--- src/rtl/stun_controller.sv ---
// stun_controller -- per-player stun manager for the momentumGO arena.
//
// On every bomb detonation each player is tested against a square blast
// window of half-width RADIUS around the bomb tile. A player that is hit is
// stunned for STUN_CYCLES clock cycles by its own countdown timer. Player
// movement logic gates each player's motion with that player's stunned bit.
//
// Optional feature macro: STUN_IMMUNITY_EN
//   When defined, a player passes through an IMMUNE state for IMMUNE_CYCLES
//   cycles after its stun ends. Hits are ignored while IMMUNE.
//   When undefined, STUNNED returns straight to IDLE.
//
// Ports:
//   clk         in   1                    system clock, rising edge
//   resetn      in   1                    asynchronous active-low reset
//   bomb_valid  in   1                    one-cycle detonation strobe
//   bomb_x      in   COORD_W              bomb tile X
//   bomb_y      in   COORD_W              bomb tile Y
//   player_x    in   NUM_PLAYERS*COORD_W  packed player X, player i at [i*COORD_W +: COORD_W]
//   player_y    in   NUM_PLAYERS*COORD_W  packed player Y, same packing
//   stunned     out  NUM_PLAYERS          bit i high while player i is stunned
//   stun_start  out  NUM_PLAYERS          one-cycle pulse when player i enters stun
//   busy        out  1                    OR of all stunned bits (registered)
module stun_controller #(
    parameter int NUM_PLAYERS   = 2,
    parameter int COORD_W       = 6,
    parameter int RADIUS        = 1,
    parameter int STUN_CYCLES   = 250000000,
    parameter int IMMUNE_CYCLES = 50000000
) (
    input  logic                           clk,
    input  logic                           resetn,
    input  logic                           bomb_valid,
    input  logic [COORD_W-1:0]             bomb_x,
    input  logic [COORD_W-1:0]             bomb_y,
    input  logic [NUM_PLAYERS*COORD_W-1:0] player_x,
    input  logic [NUM_PLAYERS*COORD_W-1:0] player_y,
    output logic [NUM_PLAYERS-1:0]         stunned,
    output logic [NUM_PLAYERS-1:0]         stun_start,
    output logic                           busy
);

    localparam int CNT_MAX = (STUN_CYCLES > IMMUNE_CYCLES) ? STUN_CYCLES : IMMUNE_CYCLES;
    localparam int CNT_W   = $clog2(CNT_MAX + 1);

    localparam logic [CNT_W-1:0]   STUN_LOAD = CNT_W'(STUN_CYCLES - 1);
    localparam logic [COORD_W:0]   RAD       = (COORD_W + 1)'(RADIUS);

`ifdef STUN_IMMUNITY_EN
    localparam logic [CNT_W-1:0]   IMMUNE_LOAD = CNT_W'(IMMUNE_CYCLES - 1);

    typedef enum logic [1:0] {
        ST_IDLE    = 2'd0,
        ST_STUNNED = 2'd1,
        ST_IMMUNE  = 2'd2
    } state_e;
`else
    typedef enum logic [1:0] {
        ST_IDLE    = 2'd0,
        ST_STUNNED = 2'd1
    } state_e;
`endif

    state_e                 state_q [NUM_PLAYERS];
    state_e                 state_d [NUM_PLAYERS];
    logic [CNT_W-1:0]       cnt_q   [NUM_PLAYERS];
    logic [CNT_W-1:0]       cnt_d   [NUM_PLAYERS];
    logic [NUM_PLAYERS-1:0] stunned_q, stunned_d;
    logic [NUM_PLAYERS-1:0] start_q, start_d;
    logic                   busy_q;
    logic [NUM_PLAYERS-1:0] hit;

    // Distance is formed one bit wider than the coordinates so that the
    // grid edges never wrap (a player at 0 is far from a bomb at max).
    function automatic logic [COORD_W:0] abs_diff(input logic [COORD_W-1:0] a,
                                                  input logic [COORD_W-1:0] b);
        return (a >= b) ? ({1'b0, a} - {1'b0, b}) : ({1'b0, b} - {1'b0, a});
    endfunction

    always_comb begin
        hit = '0;
        for (int unsigned i = 0; i < NUM_PLAYERS; i++) begin
            hit[i] = bomb_valid
                  && (abs_diff(player_x[i*COORD_W +: COORD_W], bomb_x) <= RAD)
                  && (abs_diff(player_y[i*COORD_W +: COORD_W], bomb_y) <= RAD);
        end
    end

    // Hits are only honoured from IDLE, so a bomb landing on the cycle a
    // timer expires is dropped rather than restarting the stun.
    always_comb begin
        stunned_d = '0;
        start_d   = '0;
        for (int unsigned i = 0; i < NUM_PLAYERS; i++) begin
            state_d[i] = state_q[i];
            cnt_d[i]   = cnt_q[i];
            case (state_q[i])
                ST_IDLE: begin
                    if (hit[i]) begin
                        state_d[i] = ST_STUNNED;
                        cnt_d[i]   = STUN_LOAD;
                        start_d[i] = 1'b1;
                    end
                end
                ST_STUNNED: begin
                    if (cnt_q[i] == '0) begin
`ifdef STUN_IMMUNITY_EN
                        state_d[i] = ST_IMMUNE;
                        cnt_d[i]   = IMMUNE_LOAD;
`else
                        state_d[i] = ST_IDLE;
`endif
                    end else begin
                        cnt_d[i] = cnt_q[i] - 1'b1;
                    end
                end
`ifdef STUN_IMMUNITY_EN
                ST_IMMUNE: begin
                    if (cnt_q[i] == '0) begin
                        state_d[i] = ST_IDLE;
                    end else begin
                        cnt_d[i] = cnt_q[i] - 1'b1;
                    end
                end
`endif
                default: begin
                    state_d[i] = ST_IDLE;
                    cnt_d[i]   = '0;
                end
            endcase
            stunned_d[i] = (state_d[i] == ST_STUNNED);
        end
    end

    always_ff @(posedge clk or negedge resetn) begin
        if (!resetn) begin
            for (int unsigned i = 0; i < NUM_PLAYERS; i++) begin
                state_q[i] <= ST_IDLE;
                cnt_q[i]   <= '0;
            end
            stunned_q <= '0;
            start_q   <= '0;
            busy_q    <= 1'b0;
        end else begin
            for (int unsigned i = 0; i < NUM_PLAYERS; i++) begin
                state_q[i] <= state_d[i];
                cnt_q[i]   <= cnt_d[i];
            end
            stunned_q <= stunned_d;
            start_q   <= start_d;
            busy_q    <= |stunned_d;
        end
    end

    assign stunned    = stunned_q;
    assign stun_start = start_q;
    assign busy       = busy_q;

endmodule
--- config.mk ---
export PLATFORM = sky130hd
export DESIGN_NAME = stun_controller
export DESIGN_NICKNAME = d
export VERILOG_FILES = /design/src/rtl/stun_controller.sv
export SDC_FILE = /design/constraint.sdc
export NUM_CORES = 1
export LEC_CHECK = 0
export ABC_CLOCK_PERIOD_IN_PS = 4000
export CAP_MARGIN = 25
export CORE_MARGIN = 2
export CORE_UTILIZATION = 55
export DETAILED_ROUTE_END_ITERATION = 16
export PLACE_DENSITY = 0.73
export SYNTH_ARGS = -nofsm -noshare
export SYNTH_HDL_FRONTEND = slang
export SYNTH_SLANG_ARGS = --single-unit
export TNS_END_PERCENT = 20
--- constraint.sdc ---
create_clock -name clk -period 4 [get_ports clk]
set_input_delay 0.6 -clock clk [delete_from_list [all_inputs] [get_ports clk]]
set_output_delay 0.6 -clock clk [all_outputs]
set_load 0.02 [all_outputs]
# ---- Yosys cells after proc, flatten, opt, wreduce, memory -nomap -nowiden
# Index checks and enable logic that the tools add are counted.
dict set report totals {
  input_bits 39
  out_inout_bits 5
  word_cells 64
  register_bits 65
}
dict set report classes {
  n_eq_ne 8
  n_reduce_logical 11
  magnitude_cmp 8
  add_sub_neg 10
  n_mux 20
}
# cell n
set ops {}
lappend ops {{two-way mux 28 bit} 4}
lappend ops {{case mux 28 bit (2 select lines)} 2}
lappend ops {{logical NOT 28 bit} 2}
lappend ops {{subtractor 28 x 1 -> 28 bit, second input constant} 2}
lappend ops {{subtractor 6 x 6 -> 7 bit} 8}
lappend ops {{<= comparator 7 x 1 -> 1 bit, second input constant} 4}
lappend ops {{two-way mux 7 bit} 4}
lappend ops {{greater-or-equal comparator 6 bit} 4}
lappend ops {{equality test 2 x 1 -> 1 bit, second input constant} 4}
lappend ops {{two-way mux 2 bit} 4}
lappend ops {{inequality test 2 bit, second input constant} 4}
lappend ops {{case mux 2 bit (2 select lines)} 2}
lappend ops {{logical AND 1 bit} 4}
lappend ops {{logical NOT 2 bit} 2}
lappend ops {{two-way mux 1 bit} 4}
lappend ops {{AND reduction 2 bit} 2}
lappend ops {{OR reduction 2 bit} 1}

# ---- Logic depth before layout (Yosys ltp)
# Gate-level depths: netlist of the first run.
dict set report logic_depth {
  depth_word 9
  depth_mapped 13
  depth_no_buf 11
}

# ---- Least setup slack after synthesis of the first run
# No wires, ideal clock.
dict set report synth_path {
  kind {input to register}
  start {in bomb_x[0]}
  end {reg state_q[2] in the netlist's numbering}
  required_time_ns 3.934
  slack_ns 0.896
  cell_stages 12
  setup_ns 0.066
  t_arrival_ns 3.038
  cell_sequence {inv_1 ha_1 inv_1 fa_1 xor2_1 or3_1 or4_1 a22oi_1 a21o_1 buf_4 buf_4 and2_1}
}
# element line_no
set synth_rtl {}
lappend synth_rtl {{start: declaration} 34} ;# input logic [COORD_W-1:0] bomb_x,
lappend synth_rtl {{end signal: indexed assignment} 146} ;# state_q[i] <= state_d[i];
lappend synth_rtl {{end: declaration} 64} ;# state_e state_q [NUM_PLAYERS];

# ---- Worst setup path in the final report of the first run
dict set report layout_path {
  start {in bomb_x[0]}
  end {reg cnt_q[31] in the netlist's numbering}
}
dict set report layout_via {
  elab_chain_len 7
}
# element line_no
set layout_rtl {}
lappend layout_rtl {{subtractor 6 x 6 -> 7 bit / greater-or-equal comparator 6 bit (equally long branches)} 77} ;# return (a >= b) ? ({1'b0, a} - {1'b0, b}) : ({1'b0, b} - {1'b0, a});
lappend layout_rtl {{two-way mux 7 bit *} 77}
lappend layout_rtl {{<= comparator 7 x 1 -> 1 bit *} 84} ;# && (abs_diff(player_x[i*COORD_W +: COORD_W], bomb_x) <= RAD)
lappend layout_rtl {{logical AND 1 bit *} 84}
lappend layout_rtl {{logical AND 1 bit *} 85} ;# && (abs_diff(player_y[i*COORD_W +: COORD_W], bomb_y) <= RAD);
lappend layout_rtl {{inequality test 2 bit (no line) *} --}
lappend layout_rtl {{AND reduction 2 bit (no line) *} --}
lappend layout_rtl {{end signal: indexed assignment} 147} ;# cnt_q[i] <= cnt_d[i];
lappend layout_rtl {{end: declaration} 66} ;# logic [CNT_W-1:0] cnt_q [NUM_PLAYERS];
# Mark *: on every way between the ends. The rest lies on a longest branch, timed or not.
# A chain may end at the register's enable or synchronous reset.

==> metrics, run 1 <==
status finished, final reports clean; sequential area share after synthesis 29.4%; Global Route Usage Sum 22.8%; dominant cell type by area after synthesis dfrtp_1; Die W 104 microns; Top FF cell, synth dfrtp_1; final WL 11,900 microns; Critical Path Start Type input port; Buf/Inv on CP 4; PwrDens 267 nW/um^2; Synth async-reset ratio 100%; CTS resizes 0; Crit path largest cell delay 0.54 ns; Chip Height 104 microns; FF+latch count, synth 65; nets@finish 777; clock skew 0.00499 ns; Cell Area, Placed 6120 sq um; num ports 44; WP data required 4.29 ns; Pleak 3.09 nW; Post-CTS Setup Repair Bufs 0; crit path kind in -> reg; fmax 290 MHz; Final Critical Period 3.45 ns; Clock transition at path regs 0.07 ns; Core Footprint 9770 sq um; setup ws final 0.549 ns; first-pass GRT wire length 20,700 microns; hold buffers post-CTS 0; Post-DRT Antenna Nets 0; Synthesis Warnings 0; Max Root-Sink Buffers 2; Tcrit/Tclk final 86.3%; CP endpoint kind register; number of enable flip-flop cells after synthesis 0; I/O Buffers 43; Max FO, Critical Path 19; count of cell types in the netlist 61; Crit path top cell by count inv_1; worst-skew pair later-pin latency 0.34 ns; Area growth, synth to finish 14.9%; Synth top area share 29.4%; Hold Fails Final Rpt 0; worst-path cell chain clkdlybuf4s50_1 > inv_1 > ha_1 > inv_1 > fa_1 > xor2_1 > or3_1 > or4_1 > a22oi_1 > a21o_1 > buf_4 > o221a_2; total CTS buffers 9; DP Worst Slack 0.201 ns; TNS Setup 0 ns; post-DP HPWL 9060 microns; Mapped Area 5540 sq um; Total Power 1.70 mW; grt total ovfl 0; most frequent cell after synthesis inv_1; RSZ-0062 raised after global routing false; data arrival time of the worst path 3.74 ns; total vias in the final route 4,632; Area contributors post-synth dfrtp_1 29%, ha_1 11%, inv_1 4.7%, xor2_1 4.1%, a21oi_1 3.5%; vias in the first global route 4,591; CTS tree built; Avg Cell Area, Syn 8.63 sq um; CTS sink cnt 65; Die ar. 10,900 sq um; 1st-iter DRT viols 235; cell area after layout 6360 sq um; H-tree lvl count 3; Tightest Pin Transition 0.914 ns; Inserted Diodes 0; Post-Syn Instances 642; floorplan row count 36; DR vias/cell 5.66; Max-Cap Viols 0; Synth top cells by count 69 x inv_1, 65 x dfrtp_1, 50 x ha_1; slowest CP cell or4_1; slew margin rel. 39.0%; # DRC 0; final setup vio count 0; Initial DRT Pass Iterations 4; Final Max Tran Viols 0; worst hold path type in -> async; Top delay family on crit path buffers and inverters; Avg WL per Cell 14.5 microns; hold slack 0.176 ns; CTS root buf clkbuf_8; layout cell share with drive strength beyond 1 8.32%; initial antenna violation count 0; largest net degree at the start of global routing 36; worst IR drop on VDD 152 uV; initial core utilization 56.7%; gp weighted congestion 0.917
## per-stage QoR
| step | util, % | instances |
|---|---|---|
| after floorplan | - | 643 |
| after global placement | 62.4 | 801 |
| after detailed placement | 62.6 | 802 |
| after CTS | 65.1 | 818 |
| after global routing | 65.1 | 818 |
| final | 65.1 | 818 |
## state kept, by name, indices dropped and copies added, names as in the netlist
name / count
stun_start: 2
state_q: 4
busy: 1
cnt_q: 56
stunned: 2
## worst reg2reg max path: cells and delay by family (launching register included)
kind | cells | cell delay [ns]
adder cells (fa/ha/maj) | 1 | 0.17
buffers and inverters | 2 | 0.26
flip-flops | 1 | 0.41
AO/OA/AOI/OAI | 3 | 0.89
AND/OR/NAND/NOR | 3 | 1.24
## per-layer routing
metal | track usage (%) | vias to the layer above | routed length [microns]
met3 | 3.63 | 11 | 437
li1 | - | 2327 | -
met5 | 0 | - | 0
met1 | 30.0 | 2208 | 5560
met4 | 5.31 | 0 | 155
met2 | 39.4 | 86 | 5740
## cells by family (layout without fill, tap and decap cells)
group           count (synthesis)  after routing  share of synthesized area [%]
compound gates                153            153                           19.0
xor+xnor                       43             43                           6.80
fa+ha+maj                      58             58                           14.2
buf+inv                        97            139                           6.75
flops                          65             65                           29.4
mux                            10             10                           1.83
other cells                     1              2                         0.0677
simple gates                  215            215                           22.0
## final cells by class
cell class | instances | area, sq um
inverter | 69 | 259
clock inverter | 6 | 105
clock buffer | 10 | 138
sequential | 65 | 1630
multi-input combinational | 481 | 3550
timing repair buffer | 54 | 520
tap | 133 | 166
fill | 861 | 3410
## path summary, 6_finish.rpt
path                                  startpoint               endpoint  slack (ns)  depth (start not counted)
setup reg to reg           cnt_q[28]$_DFFE_PN0P_  cnt_q[31]$_DFFE_PN0P_        0.91                          9
setup / recovery                       bomb_x[0]  cnt_q[31]$_DFFE_PN0P_        0.55                         12
min in group clk           cnt_q[12]$_DFFE_PN0P_  cnt_q[12]$_DFFE_PN0P_        0.51                          1
max in group asynchronous                 resetn  cnt_q[41]$_DFFE_PN0P_        3.04                          3
hold / removal                            resetn  cnt_q[13]$_DFFE_PN0P_        0.18                          1
hold reg to reg            cnt_q[12]$_DFFE_PN0P_  cnt_q[12]$_DFFE_PN0P_        0.51                          1
## power breakdown
| group | total, mW | leakage (nW) | switching (mW) | internal, mW |
|---|---|---|---|---|
| registers | 0.665 | 0.904 | 0.00682 | 0.658 |
| clock network | 0.681 | 0.126 | 0.253 | 0.428 |
| logic | 0.350 | 2.06 | 0.188 | 0.162 |
| total | 1.70 | 3.09 | 0.448 | 1.25 |
## placed cells by master, fill, tap and decap left out, types with 14 or more instances in the layout
cell type,count
a211oi_1,14
a21o_1,16
a21oi_1,39
clkdlybuf4s50_1,42
dfrtp_1,65
ha_1,50
inv_1,69
nand2_1,31
nand3_1,22
nor2_1,44
nor3_1,22
o21ai_0,21
xnor2_1,17
xor2_1,26
(Power assumes the default switching activity.)
==> inputs of run 2 (changes only) <==
--- a/config.mk
+++ b/config.mk
@@ -5,10 +5,11 @@
 export SDC_FILE = /design/constraint.sdc
 export NUM_CORES = 1
 export LEC_CHECK = 0
-export ABC_CLOCK_PERIOD_IN_PS = 4000
+export ABC_CLOCK_PERIOD_IN_PS = 4100
 export CAP_MARGIN = 25
 export CORE_MARGIN = 2
 export CORE_UTILIZATION = 55
+export CTS_CLUSTER_SIZE = 30
 export DETAILED_ROUTE_END_ITERATION = 16
 export PLACE_DENSITY = 0.73
 export SYNTH_ARGS = -nofsm -noshare
==> constraint.sdc (replaced) <==
create_clock -name clk -period 4.1 [get_ports clk]
set_input_delay 0.615 -clock clk [delete_from_list [all_inputs] [get_ports clk]]
set_output_delay 0.615 -clock clk [all_outputs]
set_load 0.02 [all_outputs]
==> run 2 against run 1 <==
  * Clock power decreased by 21%
  * Final cell count down 0.12%
  * Register-to-register slack worse by 0.18 ns
  * Via count is 3.2% higher
  * Combinational power down 1%
  * First-iteration DRC count increased by 3.0%
  * Total power down 10%
  * Final area fell by 1.2%
  * Critical endpoint is now cnt_q[34]$_DFFE_PN0P_
==> metrics, run 2 (synthesized netlist as in run 1, its figures left out) <==
Global Route Usage Sum 23.1% (+0.30 points); hold buffers post-CTS 0 (unchanged); Post-CTS Setup Repair Bufs 0 (unchanged); most common cell after layout, fill and taps aside inv_1; worst-skew pair later-pin latency 0.34 ns (about the same); RSZ-0062 raised after global routing false; Worst Reg-to-Reg Cells 10 (+1); num ports 44 (unchanged); 1st-iter DRT viols 242 (+3.0%); Biggest register cnt_q; Die W 104 microns (unchanged); first-pass GRT wire length 21,100 microns (+1.7%); CTS root buf clkbuf_8; Final Critical Period 3.52 ns; Max-Cap Viols 0 (unchanged); r2r endpoint cnt_q[34]$_DFFE_PN0P_; worst r2r src cnt_q[28]$_DFFE_PN0P_; Tcrit/Tclk final 85.8%; initial antenna violation count 0 (unchanged); Max Root-Sink Buffers 2 (unchanged); status finished, final reports clean; hold slack 0.405 ns (+0.230 ns); clock skew 0.00643 ns (+0.00144 ns); vias in the first global route 4,668 (+1.7%); post-DP HPWL 9080 microns (+0.25%); I/O Buffers 43 (unchanged); Post-DRT Antenna Nets 0 (unchanged); Hold Fails Final Rpt 0 (unchanged); Clock transition at path regs 0.07 ns (about the same); Inserted Diodes 0 (unchanged); grt total ovfl 0 (unchanged); FF-to-FF setup slack 0.73 ns (-0.18 ns); gp weighted congestion 0.913 (-0.53%); max reg flops 56 (unchanged); total CTS buffers 9 (unchanged); Core Footprint 9770 sq um (unchanged); Chip Height 104 microns (unchanged); Largest regs cnt_q: 56 flops, state_q: 4 flops; initial core utilization 56.7% (unchanged); worst IR drop on VDD 127 uV (-16%); # DRC 0 (unchanged); CP endpoint kind register; Max FO, Critical Path 19 (unchanged); crit path kind in -> reg; final core utilization 64.4% (-0.76 points); layout cell share with drive strength beyond 1 7.75% (-0.57 points); floorplan row count 36 (unchanged); fmax 284 MHz; total vias in the final route 4,781 (+3.2%); final setup vio count 0 (unchanged); Pleak 3.05 nW (-1.2%); largest net degree at the start of global routing 42 (+17%); CTS sink cnt 65 (unchanged); CTS resizes 0 (unchanged); WP data required 4.37 ns (+0.08 ns); data arrival time of the worst path 3.79 ns (+0.05 ns); CTS tree built; Initial DRT Pass Iterations 4 (unchanged); Avg WL per Cell 14.9 microns (+2.2%); PwrDens 243 nW/um^2 (-8.9%); Die ar. 10,900 sq um (unchanged); DR vias/cell 5.85 (+3.3%); Area growth, synth to finish 13.6%; nets@finish 776 (-0.13%); most frequent cells in the layout 69 x inv_1, 65 x dfrtp_1, 50 x ha_1, 44 x nor2_1, 42 x clkdlybuf4s50_1; Final Max Tran Viols 0 (unchanged); slew margin rel. 36.1% (-2.9 points); Critical Path Start Type input port; TNS Setup 0 ns (unchanged); H-tree lvl count 3 (unchanged); final WL 12,100 microns (+2.1%); worst hold path type in -> async; Tightest Pin Transition 0.953 ns (+0.0391 ns)
run 2: per-layer routing:
metal	GRT usage (%)	vias to the layer above	wire (microns)
met4	8.49	0	256
li1	-	2340	-
met5	0	-	0
met1	29.6	2298	5430
met3	1.88	21	461
met2	40.6	122	6000
run 2: how the worst max path moves through the flow:
stage | start | to | slack [ns] | cells after the start
detailed placement | bomb_x[2] | cnt_q[55]$_DFFE_PN0P_ | 0.26 | 11
finish | bomb_x[2] | cnt_q[34]$_DFFE_PN0P_ | 0.58 | 11
floorplan | bomb_x[0] | state_q[2]$_DFF_PN0_ | 0.98 | 12
global placement | bomb_x[0] | cnt_q[53]$_DFFE_PN0P_ | 0.36 | 12
global route | bomb_x[1] | cnt_q[18]$_DFFE_PN0P_ | 0.38 | 11
CTS | bomb_x[2] | cnt_q[34]$_DFFE_PN0P_ | 0.59 | 11
run 2: final cells by class:
type	instances	area, sq um
clock buffer	13	149
multi-input combinational	481	3550
timing repair buffer	53	500
clock inverter	3	40.0
tap	133	166
sequential	65	1630
fill	843	3480
inverter	69	259
run 2: power breakdown:
group | internal, mW | switching [mW] | total, mW
clock | 0.296 | 0.239 | 0.535
combinational | 0.156 | 0.189 | 0.346
sequential | 0.643 | 0.00293 | 0.646
run 2: metrics by stage:
step / setup slack [ns] / cell area, sq um / instances / power [mW]
after floorplan: 0.981 / 5540 / 643 / 0.885
after global placement: 0.358 / 6100 / 801 / 0.992
after detailed placement: 0.259 / 6100 / 801 / 1.00
after CTS: 0.593 / 6290 / 817 / 1.53
after global routing: 0.381 / 6290 / 817 / 1.61
final: 0.581 / 6290 / 817 / 1.53
run 2: critical path, stage by stage:
cell and delay (ns):
clkdlybuf4s50_1 0.51, inv_1 0.08, ha_1 0.44, a21o_1 0.23, a31oi_1 0.17, o21ai_0 0.18
or4_1 0.59, a22oi_1 0.34, a21o_1 0.17, buf_4 0.23, o221a_2 0.23
==> RTL change: new RTL, config.mk and constraints of run 2 <==
Register the inputs `bomb_valid`, `bomb_x`, `bomb_y`, `player_x` and `player_y` before use, cleared by the reset. The logic sees them one clock later. Comments in the files are not updated.
--- a/src/rtl/stun_controller.sv
+++ b/src/rtl/stun_controller.sv
@@ -48,2 +48,24 @@
 
+    logic bomb_valid_q;
+    logic [COORD_W-1:0] bomb_x_q;
+    logic [COORD_W-1:0] bomb_y_q;
+    logic [NUM_PLAYERS*COORD_W-1:0] player_x_q;
+    logic [NUM_PLAYERS*COORD_W-1:0] player_y_q;
+
+    always_ff @(posedge clk or negedge resetn) begin
+        if (!resetn) begin
+            bomb_valid_q <= '0;
+            bomb_x_q     <= '0;
+            bomb_y_q     <= '0;
+            player_x_q   <= '0;
+            player_y_q   <= '0;
+        end else begin
+            bomb_valid_q <= bomb_valid;
+            bomb_x_q     <= bomb_x;
+            bomb_y_q     <= bomb_y;
+            player_x_q   <= player_x;
+            player_y_q   <= player_y;
+        end
+    end
+
 `ifdef STUN_IMMUNITY_EN
@@ -82,5 +104,5 @@
         for (int unsigned i = 0; i < NUM_PLAYERS; i++) begin
-            hit[i] = bomb_valid
-                  && (abs_diff(player_x[i*COORD_W +: COORD_W], bomb_x) <= RAD)
-                  && (abs_diff(player_y[i*COORD_W +: COORD_W], bomb_y) <= RAD);
+            hit[i] = bomb_valid_q
+                  && (abs_diff(player_x_q[i*COORD_W +: COORD_W], bomb_x_q) <= RAD)
+                  && (abs_diff(player_y_q[i*COORD_W +: COORD_W], bomb_y_q) <= RAD);
         end
Behaviour: not the same (a bounded check fails within 4 cycles, from zero or initial values and one cycle with resetn low).
==> RTL change against run 2 <==
Area after synthesis grew 21%; critical path type is now reg2reg; routed wire length grew 17%; highest routed layer unchanged; via count grew 11%; final area grew 20%; combinational power grew 7.5%; sequential cell count grew 37; power grew 45%; clock skew grew 1.4 ps; critical endpoint is now cnt_q[1]; worst setup slack gained 390 ps.
==> RTL change: results (changes against run 2) <==
grt_pass1_vias: 5138  # was 4668
dpl_cell_area_sq_um: 7238  # was 6102 sq um
synth.top_cells.by_count: "dfrtp_1, inv_1, ha_1"  # was inv_1, dfrtp_1, ha_1
largestRegisters: "cnt_q x56, player_x_q x12, player_y_q x12"  # was cnt_q x56, state_q x4
use_met1_pct: 30.27  # was 29.61%
n_fill_cell: 949  # was 843
crit_fanout: 8  # was 19
yosysUniqueCellTypes: 83  # was 61
antenna_found_initial: 0  # unchanged
post-place-ws_ps: 980.5  # was 259.5 ps
route.met2.wl_mm: 6.806  # was 5.996 mm
instances_no_fill: 882  # was 817
io_buffers: 43  # unchanged
grt_pass1_wl_mm: 24.09  # was 21.08 mm
dp.cells: 866  # was 801
outcome: "completed"  # unchanged
met1_length_mm: 6.554  # was 5.434 mm
slew_headroom_pct: 31.71  # was 36.14%
grt_max_degree: 41  # was 42
wl_met3_um: 585  # was 461 um
avgSynthCellArea_sq_um: 9.635  # was 8.630 sq um
vdd_drop_max_mv: 0.2744  # was 0.1274 mV
ff2ff_setup_slack_ps: 970  # was 730 ps
cts_resized: 0  # unchanged
whs_ps: 207.1  # was 405.5 ps
synthTopCellsByArea: "dfrtp_1, ha_1, inv_1"  # unchanged
r2r_cells: 9  # was 10
top_layer: "met4"  # unchanged
rr_endpoint: "cnt_q[1]"  # was cnt_q[34]
ys_warn_count: 0  # unchanged
hpwl_mm: 10.22  # was 9.084 mm
first_pass_iters: 5  # was 4
gp_congestion: 0.9366  # was 0.9125
crit_arrival_ps: 3350  # was 3790 ps
met3_usage_pct: 5.347  # was 1.880%
drtIter0Drc: 369  # was 242
p_leak_nw: 3.572  # was 3.052 nW
drive_gt1_share_pct: 8.163  # was 7.749%
reg2reg_from: "bomb_x_q[1]"  # was cnt_q[28]
ys_seq_area_share_pct: 38.12  # was 29.36%
setup-violations-final: 0  # unchanged
met2_usage_pct: 38.06  # was 40.62%
vias: 5289  # was 4781
cts-root-buf: "clkbuf_16"  # was clkbuf_8
wl_mm: 14.19  # was 12.15 mm
skew_ps: 7.872  # was 6.430 ps
layout.nets: 828  # was 776
grt_usage_pct: 22.90  # was 23.11%
RTL change: cell families (layout without fill, tap and decap cells):
kind of cell	count (synthesis)	after routing	share of synthesized area (%)
simple gates	223	223	19.11
compound gates	164	164	18.29
flops	102	102	38.12
buf+inv	95	134	5.643
fa+ha+maj	58	58	11.73
xor+xnor	44	44	5.755
mux	8	8	1.289
other cells	1	2	0.05600
RTL change: final cells by class:
type | instances | area (sq um) | share of cell area (%)
flip-flops and latches | 102 | 2552 | 33.94
inverters | 69 | 259.0 | 3.444
repair buffers | 50 | 488.0 | 6.489
clock buffers | 11 | 242.7 | 3.228
multi-input cells | 499 | 3770 | 50.13
clock inverters | 4 | 23.77 | 0.3161
well taps | 147 | 183.9 | 2.446
RTL change: worst max-delay path, stage by stage (launching register included):
cell	delay, ps
dfrtp_1	580
inv_1	130
ha_1	350
nand2_1	70
o21ai_1	250
a221o_1	360
mux2_4	340
o22a_2	270
o31ai_4	480
a311oi_1	160
RTL change: how the worst max path moves through the flow:
stage / startpoint / endpoint / slack (ps) / cells past startpoint
after floorplan: bomb_x_q[1] / cnt_q[1] / 1380 / 10
after global placement: bomb_x_q[1] / cnt_q[1] / 1110 / 9
after detailed placement: bomb_x_q[1] / cnt_q[1] / 980 / 9
after CTS: bomb_x_q[1] / cnt_q[1] / 980 / 9
after global routing: bomb_x_q[1] / cnt_q[44] / 740 / 9
final: bomb_x_q[1] / cnt_q[1] / 970 / 9
RTL change: power breakdown:
part	internal, W	switching (W)	total (W)
Combinational	0.000165	0.000207	0.000372
Sequential	0.00103	0.0000250	0.00105
Clock	0.000423	0.000375	0.000798
Total	0.00161	0.000606	0.00222
